[src/rtl/bytes_to_word16_pkg.sv]
// Shared types for the byte-to-16-bit-word memory bridge.
// Word addresses are carried at full 31-bit width and trimmed at the RAM port.
package bytes_to_word16_pkg;

    localparam int WADDR_W = 31;

    typedef logic [WADDR_W-1:0] waddr_t;

    typedef enum logic {
        OP_RD = 1'b0,
        OP_WR = 1'b1
    } op_e;

    typedef struct packed {
        op_e         op;
        waddr_t      word_addr;
        logic [1:0]  be;
        logic [15:0] data;
    } cmd_t;

    typedef enum logic {
        IDLE  = 1'b0,
        ISSUE = 1'b1
    } issue_state_e;

    // Place a byte in its lane; the other lane is zero.
    function automatic logic [15:0] lane_place(input logic odd, input logic [7:0] b);
        return odd ? {b, 8'h00} : {8'h00, b};
    endfunction

endpackage

[src/rtl/bus_if.sv]
// 8-bit byte bus with no backpressure: one command per cycle, reads answered in order.
// The slave drives rd_data/rd_data_valid; everything else comes from the master.
interface bus_if #(
    parameter int DATA_WIDTH = 8,
    parameter int ADDR_WIDTH = 32
);
    logic [ADDR_WIDTH-1:0] addr;
    logic                  rd;
    logic                  wr;
    logic [DATA_WIDTH-1:0] wr_data;
    logic [DATA_WIDTH-1:0] rd_data;
    logic                  rd_data_valid;

    modport slave  (input addr, rd, wr, wr_data, output rd_data, rd_data_valid);
    modport master (output addr, rd, wr, wr_data, input rd_data, rd_data_valid);
endinterface

[src/rtl/bytes_to_word16_fifo.sv]
// Generic synchronous FIFO with head/next peek; pushes while full and pops while empty are ignored.
// Push-to-head latency 1 cycle; any depth (pointers wrap explicitly).
module sync_fifo #(
    parameter int WIDTH = 8,
    parameter int DEPTH = 4,
    localparam int PW   = (DEPTH > 1) ? $clog2(DEPTH) : 1,
    localparam int CW   = $clog2(DEPTH + 1)
) (
    input  logic             i_clk,
    input  logic             i_reset,
    input  logic             i_push,
    input  logic [WIDTH-1:0] i_push_dat,
    input  logic             i_pop,
    output logic [WIDTH-1:0] o_head_dat,
    output logic [WIDTH-1:0] o_next_dat,
    output logic             o_full,
    output logic             o_empty,
    output logic [CW-1:0]    o_count
);
    logic [WIDTH-1:0] r_mem [DEPTH];
    logic [PW-1:0]    r_wr_ptr;
    logic [PW-1:0]    r_rd_ptr;
    logic [CW-1:0]    r_count;
    logic             w_push;
    logic             w_pop;

    function automatic logic [PW-1:0] ptr_inc(input logic [PW-1:0] p);
        return (p == PW'(DEPTH - 1)) ? '0 : p + 1'b1;
    endfunction

    assign o_full     = (r_count == CW'(DEPTH));
    assign o_empty    = (r_count == '0);
    assign o_count    = r_count;
    assign w_push     = i_push && !o_full;
    assign w_pop      = i_pop && !o_empty;
    assign o_head_dat = r_mem[r_rd_ptr];
    assign o_next_dat = r_mem[ptr_inc(r_rd_ptr)];

    always_ff @(posedge i_clk) begin
        if (w_push) begin
            r_mem[r_wr_ptr] <= i_push_dat;
        end
    end

    always_ff @(posedge i_clk) begin
        if (i_reset) begin
            r_wr_ptr <= '0;
            r_rd_ptr <= '0;
            r_count  <= '0;
        end else begin
            if (w_push) r_wr_ptr <= ptr_inc(r_wr_ptr);
            if (w_pop)  r_rd_ptr <= ptr_inc(r_rd_ptr);
            r_count <= r_count + CW'(w_push) - CW'(w_pop);
        end
    end
endmodule

[src/rtl/bytes_to_word16.sv]
// Byte bus to 16-bit word RAM: pairs even/odd bytes, queues commands (no input backpressure, drops + overflow when full),
// holds requests while ram_busy, <=2 cycles byte-to-queue, read bytes returned in order one per cycle.
module bytes_to_word16
    import bytes_to_word16_pkg::*;
#(
    parameter int ADDR_WIDTH      = 32,
    parameter int CMD_DEPTH       = 8,
    parameter int MAX_OUTSTANDING = 4
) (
    input  logic                  i_clk,
    input  logic                  i_reset,
    bus_if.slave                  bytes,
    output logic [ADDR_WIDTH-2:0] o_ram_addr,
    output logic                  o_ram_rd,
    output logic                  o_ram_wr,
    output logic [1:0]            o_ram_be,
    output logic [15:0]           o_ram_wr_data,
    input  logic                  i_ram_busy,
    input  logic [15:0]           i_ram_rd_data,
    input  logic                  i_ram_rd_valid,
    output logic                  o_overflow,
    output logic                  o_protocol_err
);
    localparam int CQW = $clog2(CMD_DEPTH + 1);
    localparam int RQW = $clog2(MAX_OUTSTANDING + 1);
    localparam int CRW = $clog2(MAX_OUTSTANDING + 1);

    logic   w_cmd_vld, w_odd, w_merge, w_push, w_load;
    op_e    w_op;
    cmd_t   w_new, w_push_dat, r_pend;
    logic   r_pend_vld;
    logic   r_overflow, r_protocol_err;

    assign w_cmd_vld = bytes.rd || bytes.wr;
    assign w_op      = bytes.wr ? OP_WR : OP_RD;
    assign w_odd     = bytes.addr[0];

    always_comb begin
        w_new           = '0;
        w_new.op        = w_op;
        w_new.word_addr = waddr_t'(bytes.addr[ADDR_WIDTH-1:1]);
        w_new.be        = w_odd ? 2'b10 : 2'b01;
        w_new.data      = (w_op == OP_WR) ? lane_place(w_odd, bytes.wr_data) : 16'h0000;
    end

    assign w_merge = r_pend_vld && w_cmd_vld && w_odd && (r_pend.be == 2'b01) &&
                     (r_pend.op == w_op) && (r_pend.word_addr == w_new.word_addr);

    // At most one push per cycle: an odd byte that cannot merge waits one cycle in pending.
    always_comb begin
        w_push     = 1'b0;
        w_load     = 1'b0;
        w_push_dat = r_pend;
        if (w_merge) begin
            w_push          = 1'b1;
            w_push_dat.be   = 2'b11;
            w_push_dat.data = r_pend.data | w_new.data;
        end else begin
            if (r_pend_vld) w_push = 1'b1;
            if (w_cmd_vld) begin
                if (!w_odd || r_pend_vld) begin
                    w_load = 1'b1;
                end else begin
                    w_push     = 1'b1;
                    w_push_dat = w_new;
                end
            end
        end
    end

    cmd_t             w_head, w_next;
    logic             w_cq_full, w_cq_empty, w_cq_pop;
    logic [CQW-1:0]   w_cq_count;

    always_ff @(posedge i_clk) begin
        if (i_reset) begin
            r_pend_vld     <= 1'b0;
            r_pend         <= '0;
            r_overflow     <= 1'b0;
            r_protocol_err <= 1'b0;
        end else begin
            r_pend_vld <= w_load;
            if (w_load) r_pend <= w_new;
            if (w_push && w_cq_full) r_overflow <= 1'b1;
            if (bytes.rd && bytes.wr) r_protocol_err <= 1'b1;
        end
    end

    assign o_overflow     = r_overflow;
    assign o_protocol_err = r_protocol_err;

    sync_fifo #(.WIDTH($bits(cmd_t)), .DEPTH(CMD_DEPTH)) u_cmd_fifo (
        .i_clk      (i_clk),
        .i_reset    (i_reset),
        .i_push     (w_push),
        .i_push_dat (w_push_dat),
        .i_pop      (w_cq_pop),
        .o_head_dat (w_head),
        .o_next_dat (w_next),
        .o_full     (w_cq_full),
        .o_empty    (w_cq_empty),
        .o_count    (w_cq_count)
    );

    // Read credits cover both in-flight reads and words still parked in the response buffer.
    issue_state_e   r_state, w_state_nxt;
    logic [CRW-1:0] r_credits;
    logic [CRW:0]   w_cred_after;
    logic           w_head_ok, w_next_ok, w_accept_rd, w_rsp_done;

    assign w_head_ok    = !w_cq_empty && ((w_head.op == OP_WR) || (r_credits < CRW'(MAX_OUTSTANDING)));
    assign w_cred_after = {1'b0, r_credits} + {{CRW{1'b0}}, (w_head.op == OP_RD)};
    assign w_next_ok    = (w_cq_count > CQW'(1)) &&
                          ((w_next.op == OP_WR) || (w_cred_after < (CRW+1)'(MAX_OUTSTANDING)));
    assign w_accept_rd  = (r_state == ISSUE) && !i_ram_busy && (w_head.op == OP_RD);

    always_ff @(posedge i_clk) begin
        if (i_reset) begin
            r_state   <= IDLE;
            r_credits <= '0;
        end else begin
            r_state   <= w_state_nxt;
            r_credits <= r_credits + CRW'(w_accept_rd) - CRW'(w_rsp_done);
        end
    end

    always_comb begin
        w_state_nxt   = r_state;
        w_cq_pop      = 1'b0;
        o_ram_rd      = 1'b0;
        o_ram_wr      = 1'b0;
        o_ram_addr    = '0;
        o_ram_be      = 2'b00;
        o_ram_wr_data = 16'h0000;
        case (r_state)
            IDLE: begin
                if (w_head_ok) w_state_nxt = ISSUE;
            end
            ISSUE: begin
                o_ram_rd   = (w_head.op == OP_RD);
                o_ram_wr   = (w_head.op == OP_WR);
                o_ram_addr = w_head.word_addr[ADDR_WIDTH-2:0];
                o_ram_be   = w_head.be;
                if (w_head.op == OP_WR) o_ram_wr_data = w_head.data;
                if (!i_ram_busy) begin
                    w_cq_pop = 1'b1;
                    if (!w_next_ok) w_state_nxt = IDLE;
                end
            end
            default: w_state_nxt = IDLE;
        endcase
    end

    logic [1:0]     w_oq_be, w_oq_next;
    logic           w_oq_full, w_oq_empty, w_ret;
    logic [RQW-1:0] w_oq_count;

    assign w_ret = i_ram_rd_valid && !w_oq_empty;

    sync_fifo #(.WIDTH(2), .DEPTH(MAX_OUTSTANDING)) u_be_queue (
        .i_clk      (i_clk),
        .i_reset    (i_reset),
        .i_push     (w_accept_rd),
        .i_push_dat (w_head.be),
        .i_pop      (w_ret),
        .o_head_dat (w_oq_be),
        .o_next_dat (w_oq_next),
        .o_full     (w_oq_full),
        .o_empty    (w_oq_empty),
        .o_count    (w_oq_count)
    );

    // Sized to the credit limit so a burst of returns can never overrun it.
    logic [17:0]    w_rsp_head, w_rsp_next;
    logic [1:0]     w_rsp_be;
    logic [15:0]    w_rsp_word;
    logic           w_rsp_full, w_rsp_empty, w_rsp_vld, w_emit_hi;
    logic [RQW-1:0] w_rsp_count;
    logic           r_hi_phase;

    sync_fifo #(.WIDTH(18), .DEPTH(MAX_OUTSTANDING)) u_rsp_buf (
        .i_clk      (i_clk),
        .i_reset    (i_reset),
        .i_push     (w_ret),
        .i_push_dat ({w_oq_be, i_ram_rd_data}),
        .i_pop      (w_rsp_done),
        .o_head_dat (w_rsp_head),
        .o_next_dat (w_rsp_next),
        .o_full     (w_rsp_full),
        .o_empty    (w_rsp_empty),
        .o_count    (w_rsp_count)
    );

    assign {w_rsp_be, w_rsp_word} = w_rsp_head;
    assign w_rsp_vld  = !w_rsp_empty;
    assign w_emit_hi  = (w_rsp_be == 2'b10) || ((w_rsp_be == 2'b11) && r_hi_phase);
    assign w_rsp_done = w_rsp_vld && ((w_rsp_be != 2'b11) || r_hi_phase);

    always_ff @(posedge i_clk) begin
        if (i_reset) begin
            r_hi_phase <= 1'b0;
        end else if (w_rsp_done) begin
            r_hi_phase <= 1'b0;
        end else if (w_rsp_vld && (w_rsp_be == 2'b11)) begin
            r_hi_phase <= 1'b1;
        end
    end

    assign bytes.rd_data_valid = w_rsp_vld;
    assign bytes.rd_data       = !w_rsp_vld ? 8'h00 : (w_emit_hi ? w_rsp_word[15:8] : w_rsp_word[7:0]);

    logic w_unused;
    assign w_unused = ^{w_oq_full, w_oq_count, w_oq_next, w_rsp_full, w_rsp_count, w_rsp_next,
                        w_next.word_addr, w_next.be, w_next.data};
endmodule

[src/flat_wrapper.sv]
// flat-port wrapper written by rule: the top's interface ports become plain ports
module bytes_to_word16_flat import bytes_to_word16_pkg::*;
#(
    parameter int ADDR_WIDTH      = 32,
    parameter int CMD_DEPTH       = 8,
    parameter int MAX_OUTSTANDING = 4
)
  (i_clk, i_reset, o_ram_addr, o_ram_rd, o_ram_wr, o_ram_be, o_ram_wr_data, i_ram_busy, i_ram_rd_data, i_ram_rd_valid, o_overflow, o_protocol_err, bytes_addr, bytes_rd, bytes_wr, bytes_wr_data, bytes_rd_data, bytes_rd_data_valid);
  bus_if #(.DATA_WIDTH(8), .ADDR_WIDTH(ADDR_WIDTH)) bytes_i ();
  input  logic i_clk;
  input  logic i_reset;
  output logic [ADDR_WIDTH-2:0] o_ram_addr;
  output logic o_ram_rd;
  output logic o_ram_wr;
  output logic [1:0] o_ram_be;
  output logic [15:0] o_ram_wr_data;
  input  logic i_ram_busy;
  input  logic [15:0] i_ram_rd_data;
  input  logic i_ram_rd_valid;
  output logic o_overflow;
  output logic o_protocol_err;
  input wire logic [$bits(bytes_i.addr)-1:0] bytes_addr;
  input wire logic [$bits(bytes_i.rd)-1:0] bytes_rd;
  input wire logic [$bits(bytes_i.wr)-1:0] bytes_wr;
  input wire logic [$bits(bytes_i.wr_data)-1:0] bytes_wr_data;
  output wire logic [$bits(bytes_i.rd_data)-1:0] bytes_rd_data;
  output wire logic [$bits(bytes_i.rd_data_valid)-1:0] bytes_rd_data_valid;
  assign bytes_i.addr = bytes_addr;
  assign bytes_i.rd = bytes_rd;
  assign bytes_i.wr = bytes_wr;
  assign bytes_i.wr_data = bytes_wr_data;
  assign bytes_rd_data = bytes_i.rd_data;
  assign bytes_rd_data_valid = bytes_i.rd_data_valid;
  bytes_to_word16 #(.ADDR_WIDTH(ADDR_WIDTH), .CMD_DEPTH(CMD_DEPTH), .MAX_OUTSTANDING(MAX_OUTSTANDING)) u_core (.i_clk(i_clk), .i_reset(i_reset), .bytes(bytes_i), .o_ram_addr(o_ram_addr), .o_ram_rd(o_ram_rd), .o_ram_wr(o_ram_wr), .o_ram_be(o_ram_be), .o_ram_wr_data(o_ram_wr_data), .i_ram_busy(i_ram_busy), .i_ram_rd_data(i_ram_rd_data), .i_ram_rd_valid(i_ram_rd_valid), .o_overflow(o_overflow), .o_protocol_err(o_protocol_err));
endmodule
[config.mk]
export PLATFORM = sky130hd
export DESIGN_NAME = bytes_to_word16_flat
export DESIGN_NICKNAME = d
export VERILOG_FILES = /design/src/rtl/bytes_to_word16_pkg.sv /design/src/rtl/bus_if.sv /design/src/rtl/bytes_to_word16_fifo.sv /design/src/rtl/bytes_to_word16.sv /design/src/flat_wrapper.sv
export SDC_FILE = /design/constraint.sdc
export NUM_CORES = 1
export LEC_CHECK = 0
export ABC_CLOCK_PERIOD_IN_PS = 8100
export BUFFER_PORTS_ARGS = -buffer_cell sky130_fd_sc_hd__buf_4
export CORE_AREA = 4 4 264 163
export CTS_CLUSTER_DIAMETER = 50
export DETAILED_ROUTE_END_ITERATION = 12
export DIE_AREA = 0 0 268 167
export PLACE_DENSITY_LB_ADDON = 0.12
export SYNTH_ARGS = -nofsm -noshare
export SYNTH_HDL_FRONTEND = slang
export SYNTH_SLANG_ARGS = --single-unit
[constraint.sdc]
create_clock -name i_clk -period 8.1 [get_ports i_clk]
set_input_delay 0.81 -clock i_clk [delete_from_list [all_inputs] [get_ports i_clk]]
set_output_delay 0.81 -clock i_clk [all_outputs]
set_load 0.01 [all_outputs]
; ---- After elaboration in Yosys (flattened, before gate mapping)
; Memories as Yosys holds them, arrays and structs flattened. A register that Yosys moved wholly into a read port is not among the register bits.
; Cells that the tools add are included.
[op_classes]
add_sub_neg = 15
mul = 0
n_div = 0
magnitude_cmp = 3
eq_ne = 15
shift = 0
muxes = 47
bitwise_logic = 3
reduce_logical = 39
[op_table]
columns = op, n
row1 = $mux 50, 2
row2 = $mux 16, 4
row3 = $mux 32, 1
row4 = $eq 31x31->1, 1
row5 = $mux 31, 1
row6 = $logic_and 1x1->1, 21
row7 = $mux 1, 21
row8 = $mux 2, 10
row9 = $mux 18, 1
row10 = $mux 8, 2
row11 = $or 16x16->16, 1
row12 = $eq 2x2->1 const B, 6
row13 = $eq 3x3->1 const B, 4
row14 = $mux 3, 4
row15 = $add 3x1->3, 3
row16 = $sub 3x1->3, 3
row17 = $add 2x1->2 const B, 4
row18 = $logic_not 1->1, 8
row19 = $add 3x1->3 const B, 2
row20 = $logic_not 3->1, 2
row21 = $logic_or 1x1->1, 6
row22 = $add 3x1->4, 1
row23 = $add 4x1->4, 1
row24 = $eq 4x4->1 const B, 1
row25 = 11 further kinds, 12
[word_totals]
regBits = 82
latch_bits = 0
ramBits = 480
romBits = 0
in_bits = 62
output_inout_bits = 62
wordCells = 144
n_memories = 3
[memory_table]
columns = memory, words, width, read_ports, rd_ports_with_merged_regs, write_ports, line_no
row1 = u_core.u_cmd_fifo.r_mem, 8, 50, 2, 1, 1, bytes_to_word16_fifo.sv:20  ; logic [WIDTH-1:0] r_mem [DEPTH];
row2 = u_core.u_rsp_buf.r_mem, 4, 18, 1, 1, 1, bytes_to_word16_fifo.sv:20
row3 = u_core.u_be_queue.r_mem, 4, 2, 1, 1, 1, bytes_to_word16_fifo.sv:20

; ---- Longest topological paths before layout
; Gate-level depths: netlist (run 1).
[logic_depth]
depth_word = 10
mapped_depth = 13
ltp_nobuf = 12

; ---- Modules after synthesis
; From an unflattened synthesis (run 1), not the netlist that was laid out.
[hier_totals]
cells_unflattened = 2126
hier_area_um2 = 29199.3
[modules_own_cells]
columns = mod, n_inst, cells_per_inst, area_per_inst_um2, seq_area_each_um2
row1 = sync_fifo (u_core.u_cmd_fifo), 1, 1202, 19796.5, 12271.8
row2 = bytes_to_word16, 1, 694, 5022.3, 1161.1
row3 = sync_fifo (u_core.u_rsp_buf), 1, 166, 3550.9, 2342.2
row4 = sync_fifo (u_core.u_be_queue), 1, 64, 829.5, 420.4

; ---- Worst setup path before layout (run 1)
; OpenSTA, ideal clock, no wires.
[synth_path]
kind = input to register
startpoint = input port bytes_wr
endpoint = memory u_core.u_cmd_fifo.r_mem[0][0] (netlist bit), enable pin
setup_ps = 582
arrival_ps = 6191
required_ps = 7518
setup_slack_ps = 1328
stages = 5
path_buffers = 1
path_cell_list = buf_2 o21ai_1 nand2b_1 nand2_1 nor4_1
[synth_between]
elab_chain_cells = 10
word_cells_on_any_way = 13
classes_between = eq/ne: 1 / mux: 5 / reduce/logical: 7
[synth_rtl]
columns = element, line_no
row1 = "start, declared", flat_wrapper.sv:24  ; input wire logic [$bits(bytes_i.wr)-1:0] bytes_wr;
row2 = $logic_or 1x1->1, bytes_to_word16.sv:34  ; assign w_cmd_vld = bytes.rd || bytes.wr;
row3 = $logic_and 1x1->1 (4 in series), bytes_to_word16.sv:46  ; assign w_merge = r_pend_vld && w_cmd_vld && w_odd && (r_pend.be == 2'b01) &&
row4 = $logic_and 1x1->1, bytes_to_word16.sv:47  ; (r_pend.op == w_op) && (r_pend.word_addr == w_new.word_addr);
row5 = $mux 1 (*), bytes_to_word16.sv:54  ; if (w_merge) begin
row6 = $logic_and 1x1->1 (*), bytes_to_word16_fifo.sv:34  ; assign w_push = i_push && !o_full;
row7 = $mux 1 (*), bytes_to_word16_fifo.sv:40  ; if (w_push) begin
row8 = $mux 1 (implied by the code) (*), bytes_to_word16_fifo.sv:41  ; r_mem[r_wr_ptr] <= i_push_dat;
row9 = "end, declared", bytes_to_word16_fifo.sv:20
; Mark *: on every way between the ends. The rest lies on a longest branch, timed or not.

==> results of run 1 <==
-- sequential cells by signal (all words and copies together), names as in the netlist, named ones only --
name / cells
u_core.o_protocol_err: 1
u_core.u_rsp_buf.o_count: 3
u_core.r_pend_vld: 1
u_core.u_be_queue.o_count: 3
u_core.u_rsp_buf.r_wr_ptr: 2
u_core.r_state: 1
u_core.o_overflow: 1
u_core.r_pend: 50
u_core.u_cmd_fifo.r_mem: 400
u_core.u_be_queue.r_rd_ptr: 2
u_core.u_cmd_fifo.r_rd_ptr: 3
u_core.u_rsp_buf.r_rd_ptr: 2
u_core.r_hi_phase: 1
u_core.u_rsp_buf.r_mem: 72
u_core.u_cmd_fifo.r_wr_ptr: 3
u_core.u_cmd_fifo.o_count: 4
u_core.r_credits: 3
u_core.u_be_queue.r_wr_ptr: 2
u_core.u_be_queue.r_mem: 8
-- placed cells by master (no fill, tap or decap), types with 4 or more instances in the layout --
master     count
a21oi_1       10
a22oi_1       40
a32oi_1        8
and2_1        12
buf_4        153
bufinv_16      4
clkbuf_1      13
clkbuf_16     53
clkbuf_8       7
clkinv_1       5
clkinv_2       9
dfxtp_1       86
edfxtp_1     480
fa_1           4
ha_1          28
inv_1         25
mux2i_1       66
mux4_2       120
nand2_1      134
nand2b_1       4
nand3_1       50
nand4_1       48
nor2_1        90
nor2_4         4
nor2b_1       58
nor3_1        12
nor3_2         4
nor3b_1       34
o211ai_1       8
o21ai_0       50
xnor2_1       36
-- report_power, final --
part           internal, uW  switching [uW]  total, uW
Sequential             3480             146       3630
Clock                  1400            1050       2460
Combinational           746             879       1620
Total                  5630            2080       7710
-- path summary, 6_finish.rpt --
| check | startpoint | end | depth (start not counted) | slack [ns] |
|---|---|---|---|---|
| worst max-delay path | flop | o_ram_wr_data[10] | 6 | 3.87 |
| worst min register to register | u_core.r_pend[0] | u_core.r_pend[0] | 2 | 0.48 |
| worst min-delay path | i_ram_rd_data[1] | u_core.u_rsp_buf.r_mem[3][1] | 1 | 0.44 |
| worst max register to register | flop | u_core.u_be_queue.o_count[2] | 13 | 4.33 |
-- through the flow --
step           hold WS (ns)  util [%]
5_1_grt              0.4197     67.92
4_1_cts              0.4164     67.90
2_1_floorplan        0.4370         -
3_5_place_dp         0.4736     63.64
3_3_place_gp         0.4631     63.64
6_report             0.4372     67.92
-- cell type report --
type                    instances  area (sq um)
diodes                          2         5.005
clock buffers                  73          1471
clock inverters                24         244.0
fillers                      2720         12900
inverters                      26         97.59
multi-input cells             860          7481
flip-flops and latches        569         16210
well taps                     531         664.4
repair buffers                153          1149
-- kinds of logic (layout without fill, tap and decap cells) --
group | after synthesis | count (layout)
flip-flops | 569 | 569
AND/OR/NAND/NOR | 466 | 466
multiplexers | 189 | 189
AO/OA/AOI/OAI | 134 | 134
buffers and inverters | 127 | 276
XOR/XNOR | 39 | 39
adder cells (fa/ha/maj) | 32 | 32
other | 0 | 2
-- metal layers --
metal | global-route usage (%) | vias up | wire, microns
li1 | - | 6208 | -
met1 | 38.42 | 7224 | 24400
met2 | 37.30 | 715 | 25400
met3 | 4.483 | 65 | 4578
met4 | 5.159 | 0 | 823
met5 | 0 | - | 0
-- critical path, cell delays in order, from the launching register on --
cell	delay (ns)
dfxtp_4	0.33
buf_4	0.83
mux4_2	0.41
mux2_4	0.33
nand2_1	0.62
nor2_1	0.13
buf_4	0.18
==> summary.md, run 1 <==
| Metric | Value |
|---|---|
| Synth Area in Simple Gates | 9.682% |
| Setup TNS | 0 ns |
| Setup WS pre-CTS | 4.272 ns |
| Final wirelength | 55.21 mm |
| Initial antenna violation count | 2 |
| Routed len/inst | 24.67 microns |
| Remaining global-route overflow | 0 |
| Die Ht | 167 microns |
| Area grow syn2layout | 13.41% |
| Crit Path Class | reg -> out |
| Io pins | 124 |
| Setup WS post-layout | 3.865 ns |
| H-tree lvl count | 2 |
| Slew HR | 24.64% |
| Syn avg cell area | 15.48 sq um |
| Ratio of cells with drive above 1 in the final layout | 21.99% |
| Mapped Area | 0.02409 sq mm |
| Min cycle time layout | 4.235 ns |
| Syn Nets | 1650 |
| Largest family of logic cells by synthesized area | multiplexers |
| Ys Warns | 0 |
| Post-synth top cells | edfxtp_1, nand2_1, mux4_2, nor2_1, dfxtp_1 |
| Chip width | 268 microns |
| Fin Clk Skew | 0.02949 ns |
| Final Hold Viols | 0 |
| Period utilisation layout | 52.28% |
| Post-CTS Setup Inserts | 0 |
| Post-DP Area | 0.02560 sq mm |
| Post-synth EDFFs | 480 |
| Crit-path max FO | 51 |
| Cell area power density | 282.2 mW/mm^2 |
| Pin count of the biggest net entering global routing | 85 |
| Via-to-Cell Ratio | 6.350 |
| Most common cell in the netlist | edfxtp_1 |
| Fmax | 0.2361 GHz |
| Design area | 0.02732 sq mm |
| #FFs+latches synth | 569 |
| 1st-iter DRT viols | 1653 |
| Synth Area in Compound Gates | 3.662% |
| Asr flop ratio synth | 0% |
| Min-delay worst type | in -> reg |
| Final setup viols | 0 |
| CTS root buf | clkbuf_16 |
| Port Buffers | 123 |
| Hold_buf cts | 0 |
| Global-route usage over all layers | 24.71% |
| Mapped Cells | 1556 |
| Worst-skew pair later-pin latency | 0.58 ns |
| Num Clock Sinks | 569 |
| Synth Area in XOR/XNOR | 1.418% |
| Critical Path End Type | output pin |
| Unique cell type count in the Yosys netlist | 50 |
| CTS tree | done |
| Largest cells by area after synthesis | edfxtp_1, mux4_2, dfxtp_1 |
| Adder-cell area share of the yosys netlist | 1.787% |
| Total chip power | 7710 uW |
| Routed Antenna Nets | 0 |
| Reg clk slew, reported paths | 0.06 ns |
| Gp weighted congestion | 0.7712 |
| Critical path required time | 7.29 ns |
| Residual DRC | 0 |
| Worst-Margin Slew | 1.130 ns |
| Status | completed |
| Yosys top cell area share | 59.84% |
| VDD IR max | 187.5 uV |
| Clock buffer count from CTS | 52 |
| PostCTS Resize Cnt | 0 |
| RSZ-0062 raised after global routing | false |
| HPWL Detailed | 33.26 mm |
| Crit path arrival time | 3.42 ns |
| Cell leakage power | 0.009096 uW |
| Count of final max-slew check failures | 0 |
| FP Rows | 57 |
| Area of the core | 0.04022 sq mm |
| Starting Density | 59.89% |
| First-pass GRT wire length | 84.59 mm |
| CTS Buffer Depth | 3 |
| Top cell type by total area after synthesis | edfxtp_1 |
| Seq/Total Area, Yosys | 67.23% |
| DRT Pass-1 Iters | 5 |
| Setup crit start kind | flop |
| Vias | 14210 |
| Top FF cell, synth | edfxtp_1 |
| Placed cell count | 2139 |
| Nets | 1756 |
| Mux contribution to synthesized area | 14.12% |
| Non-Filler Instances | 2238 |
| DIE AREA | 0.04476 sq mm |
| Vias in the first global route | 14170 |
| Max-Cap Viols | 0 |
Note: power is estimated with default switching activity, not from simulation.
==> inputs of run 2 (changes only) <==
--- a/config.mk
+++ b/config.mk
@@ -5,7 +5,7 @@
 export SDC_FILE = /design/constraint.sdc
 export NUM_CORES = 1
 export LEC_CHECK = 0
-export ABC_CLOCK_PERIOD_IN_PS = 8100
+export ABC_CLOCK_PERIOD_IN_PS = 3930
 export BUFFER_PORTS_ARGS = -buffer_cell sky130_fd_sc_hd__buf_4
 export CORE_AREA = 4 4 264 163
 export CTS_CLUSTER_DIAMETER = 50
==> constraint.sdc (replaced) <==
create_clock -name i_clk -period 3.93 [get_ports i_clk]
set_input_delay 0.393 -clock i_clk [delete_from_list [all_inputs] [get_ports i_clk]]
set_output_delay 0.393 -clock i_clk [all_outputs]
set_load 0.01 [all_outputs]
==> run 2 against run 1 <==
Flip-flop and latch count unchanged. Clock skew is 0.0034 ns higher. Count of clock-buffer cells in the layout up 1. Critical path type unchanged. Largest cell class unchanged.
==> summary.md, run 2 (synthesis results as in run 1) <==
| Metric | Value |
|---|---|
| First-pass GRT wire length | 83.30 mm (was 84.59 mm) |
| Setup WS pre-CTS | 0.6583 ns (was 4.272 ns) |
| Number of fill cells | 2753 (was 2720) |
| Min cycle time layout | 3.515 ns |
| Residual DRC | 0 (unchanged) |
| Fin Clk Skew | 0.03293 ns (was 0.02949 ns) |
| Count of final max-slew check failures | 0 (unchanged) |
| Routed Antenna Nets | 0 (unchanged) |
| Most flops, register | u_core.u_cmd_fifo.r_mem (unchanged) |
| Remaining global-route overflow | 0 (unchanged) |
| 1st-iter DRT viols | 1555 (was 1653) |
| Vias | 13950 (was 14210) |
| RSZ-0062 raised after global routing | false (unchanged) |
| Vias in the first global route | 13820 (was 14170) |
| Area grow syn2layout | 13.53% (was 13.41%) |
| H-tree lvl count | 2 (unchanged) |
| Grt met2 use | 35.46% (was 37.30%) |
| Crit Path Class | reg -> out (unchanged) |
| Num Clock Sinks | 569 (unchanged) |
| Min-delay worst type | in -> reg (unchanged) |
| Status | completed (unchanged) |
| Final wirelength | 54.09 mm (was 55.21 mm) |
| Max-Cap Viols | 0 (unchanged) |
| Routed len/inst | 24.14 microns (was 24.67 microns) |
| Setup crit start kind | flop (unchanged) |
| VDD IR max | 416.0 uV (was 187.5 uV) |
| Period utilisation layout | 89.44% |
| Gp weighted congestion | 0.7829 (was 0.7712) |
| CTS root buf | clkbuf_16 (unchanged) |
| Clock buffer count from CTS | 50 (was 52) |
| R2R cell count | 12 (was 13) |
| Chip width | 268 microns (unchanged) |
| Most frequent cells in the layout | edfxtp_1, buf_4, nand2_1 (unchanged) |
| Fmax | 0.2845 GHz |
| Commonest non-fill, non-tap cell in the layout | edfxtp_1 (unchanged) |
| Cell leakage power | 0.009044 uW (was 0.009096 uW) |
| Starting Density | 59.89% (unchanged) |
| Post-DP Area | 0.02575 sq mm (was 0.02560 sq mm) |
| Global-route usage over all layers | 24.32% (was 24.71%) |
| Port Buffers | 123 (unchanged) |
| Ratio of cells with drive above 1 in the final layout | 21.38% (was 21.99%) |
| Pin count of the biggest net entering global routing | 71 (was 85) |
| Busiest grt layer | met1 (unchanged) |
| Setup WS post-layout | 0.4149 ns (was 3.865 ns) |
| DIE AREA | 0.04476 sq mm (unchanged) |
| Top Registers | u_core.u_cmd_fifo.r_mem: 400 flops, u_core.u_rsp_buf.r_mem: 72 flops, u_core.r_pend: 50 flops (unchanged) |
| Crit path arrival time | 3.12 ns (was 3.42 ns) |
| Max FFs per register | 400 (unchanged) |
| Critical path required time | 3.54 ns (was 7.29 ns) |
| Cell area power density | 567.8 mW/mm^2 (was 282.2 mW/mm^2) |
| Nets | 1760 (was 1756) |
| HPWL Detailed | 32.04 mm (was 33.26 mm) |
| Reg clk slew, reported paths | 0.07 ns (was 0.06 ns) |
| GRT met3 Usage | 4.793% (was 4.483%) |
| Die Ht | 167 microns (unchanged) |
| CTS tree | done (unchanged) |
| Via-to-Cell Ratio | 6.223 (was 6.350) |
| Final Hold Viols | 0 (unchanged) |
| Worst hold path cell count | 1 (unchanged) |
| Design area | 0.02735 sq mm (was 0.02732 sq mm) |
| Area of the core | 0.04022 sq mm (unchanged) |
| Critical Path End Type | output pin (unchanged) |
| Initial antenna violation count | 3 (was 2) |
| Minimum hold slack | 0.02859 ns (was 0.4372 ns) |
| Slew HR | 29.00% (was 24.64%) |
| Crit-path max FO | 50 (was 51) |
| Io pins | 124 (unchanged) |
| Worst-skew pair later-pin latency | 0.59 ns (was 0.58 ns) |
| CTS Buffer Depth | 3 (unchanged) |
| Met1 Resource Use GR | 38.63% (was 38.42%) |
| DRT Pass-1 Iters | 6 (was 5) |
| Post-CTS Setup Inserts | 0 (unchanged) |
| Worst-Margin Slew | 1.065 ns (was 1.130 ns) |
| FP Rows | 57 (unchanged) |
| Final setup viols | 0 (unchanged) |
## run 2: critical path: stages, from the launching register on
cell and delay, ns:
dfxtp_4 0.51, buf_4 0.51, buf_6 0.55, mux4_2 0.39, mux2i_1 0.30, nor2_1 0.07
buf_4 0.15
## run 2: layout make-up
class                   instances  area (sq um)  area share (%)
repair buffers                159          1333           4.873
clock inverters                19         181.4          0.6634
inverters                      26         97.59          0.3569
diodes                          3         7.507         0.02745
well taps                     531         664.4           2.429
clock buffers                  74          1361           4.978
flip-flops and latches        569         16210           59.26
multi-input cells             860          7496           27.41
## run 2: metal layers
metal | vias to the layer above | wire [microns]
li1 | 6234 | -
met1 | 7146 | 24520
met2 | 508 | 24640
met3 | 58 | 4167
met4 | 0 | 760
met5 | - | 0
## run 2: stage by stage
step / total power (uW) / utilization (%) / instances / TNS [ns]
global route: 16270 / 67.99 / 2241 / 0
detailed placement: 10980 / 64.03 / 2141 / 0
finish: 15530 / 67.99 / 2241 / 0
floorplan: 9779 / - / 1556 / -179.37
global placement: 10870 / 64.03 / 2141 / 0
CTS: 15640 / 67.96 / 2238 / 0
## run 2: worst paths after layout
check	from	endpoint	slack, ns
max reg2reg	flop	u_core.u_be_queue.o_count[2]	0.65
min reg2reg	u_core.r_pend[7]	u_core.r_pend[7]	0.48
min	i_ram_rd_data[0]	u_core.u_rsp_buf.r_mem[0][0]	0.03
max	flop	o_ram_addr[27]	0.41
## run 2: what timing repair did
action | in CTS | in global routing
hold endpoints to repair | 12 | 0
hold buffers | 4 | 0
setup endpoints to repair | 0 | 1
gates resized for setup | 0 | 1
## run 2: where the power goes
part | switching (uW) | internal, uW
Combinational | 1860 | 1560
Sequential | 243 | 7180
Clock | 2130 | 2550
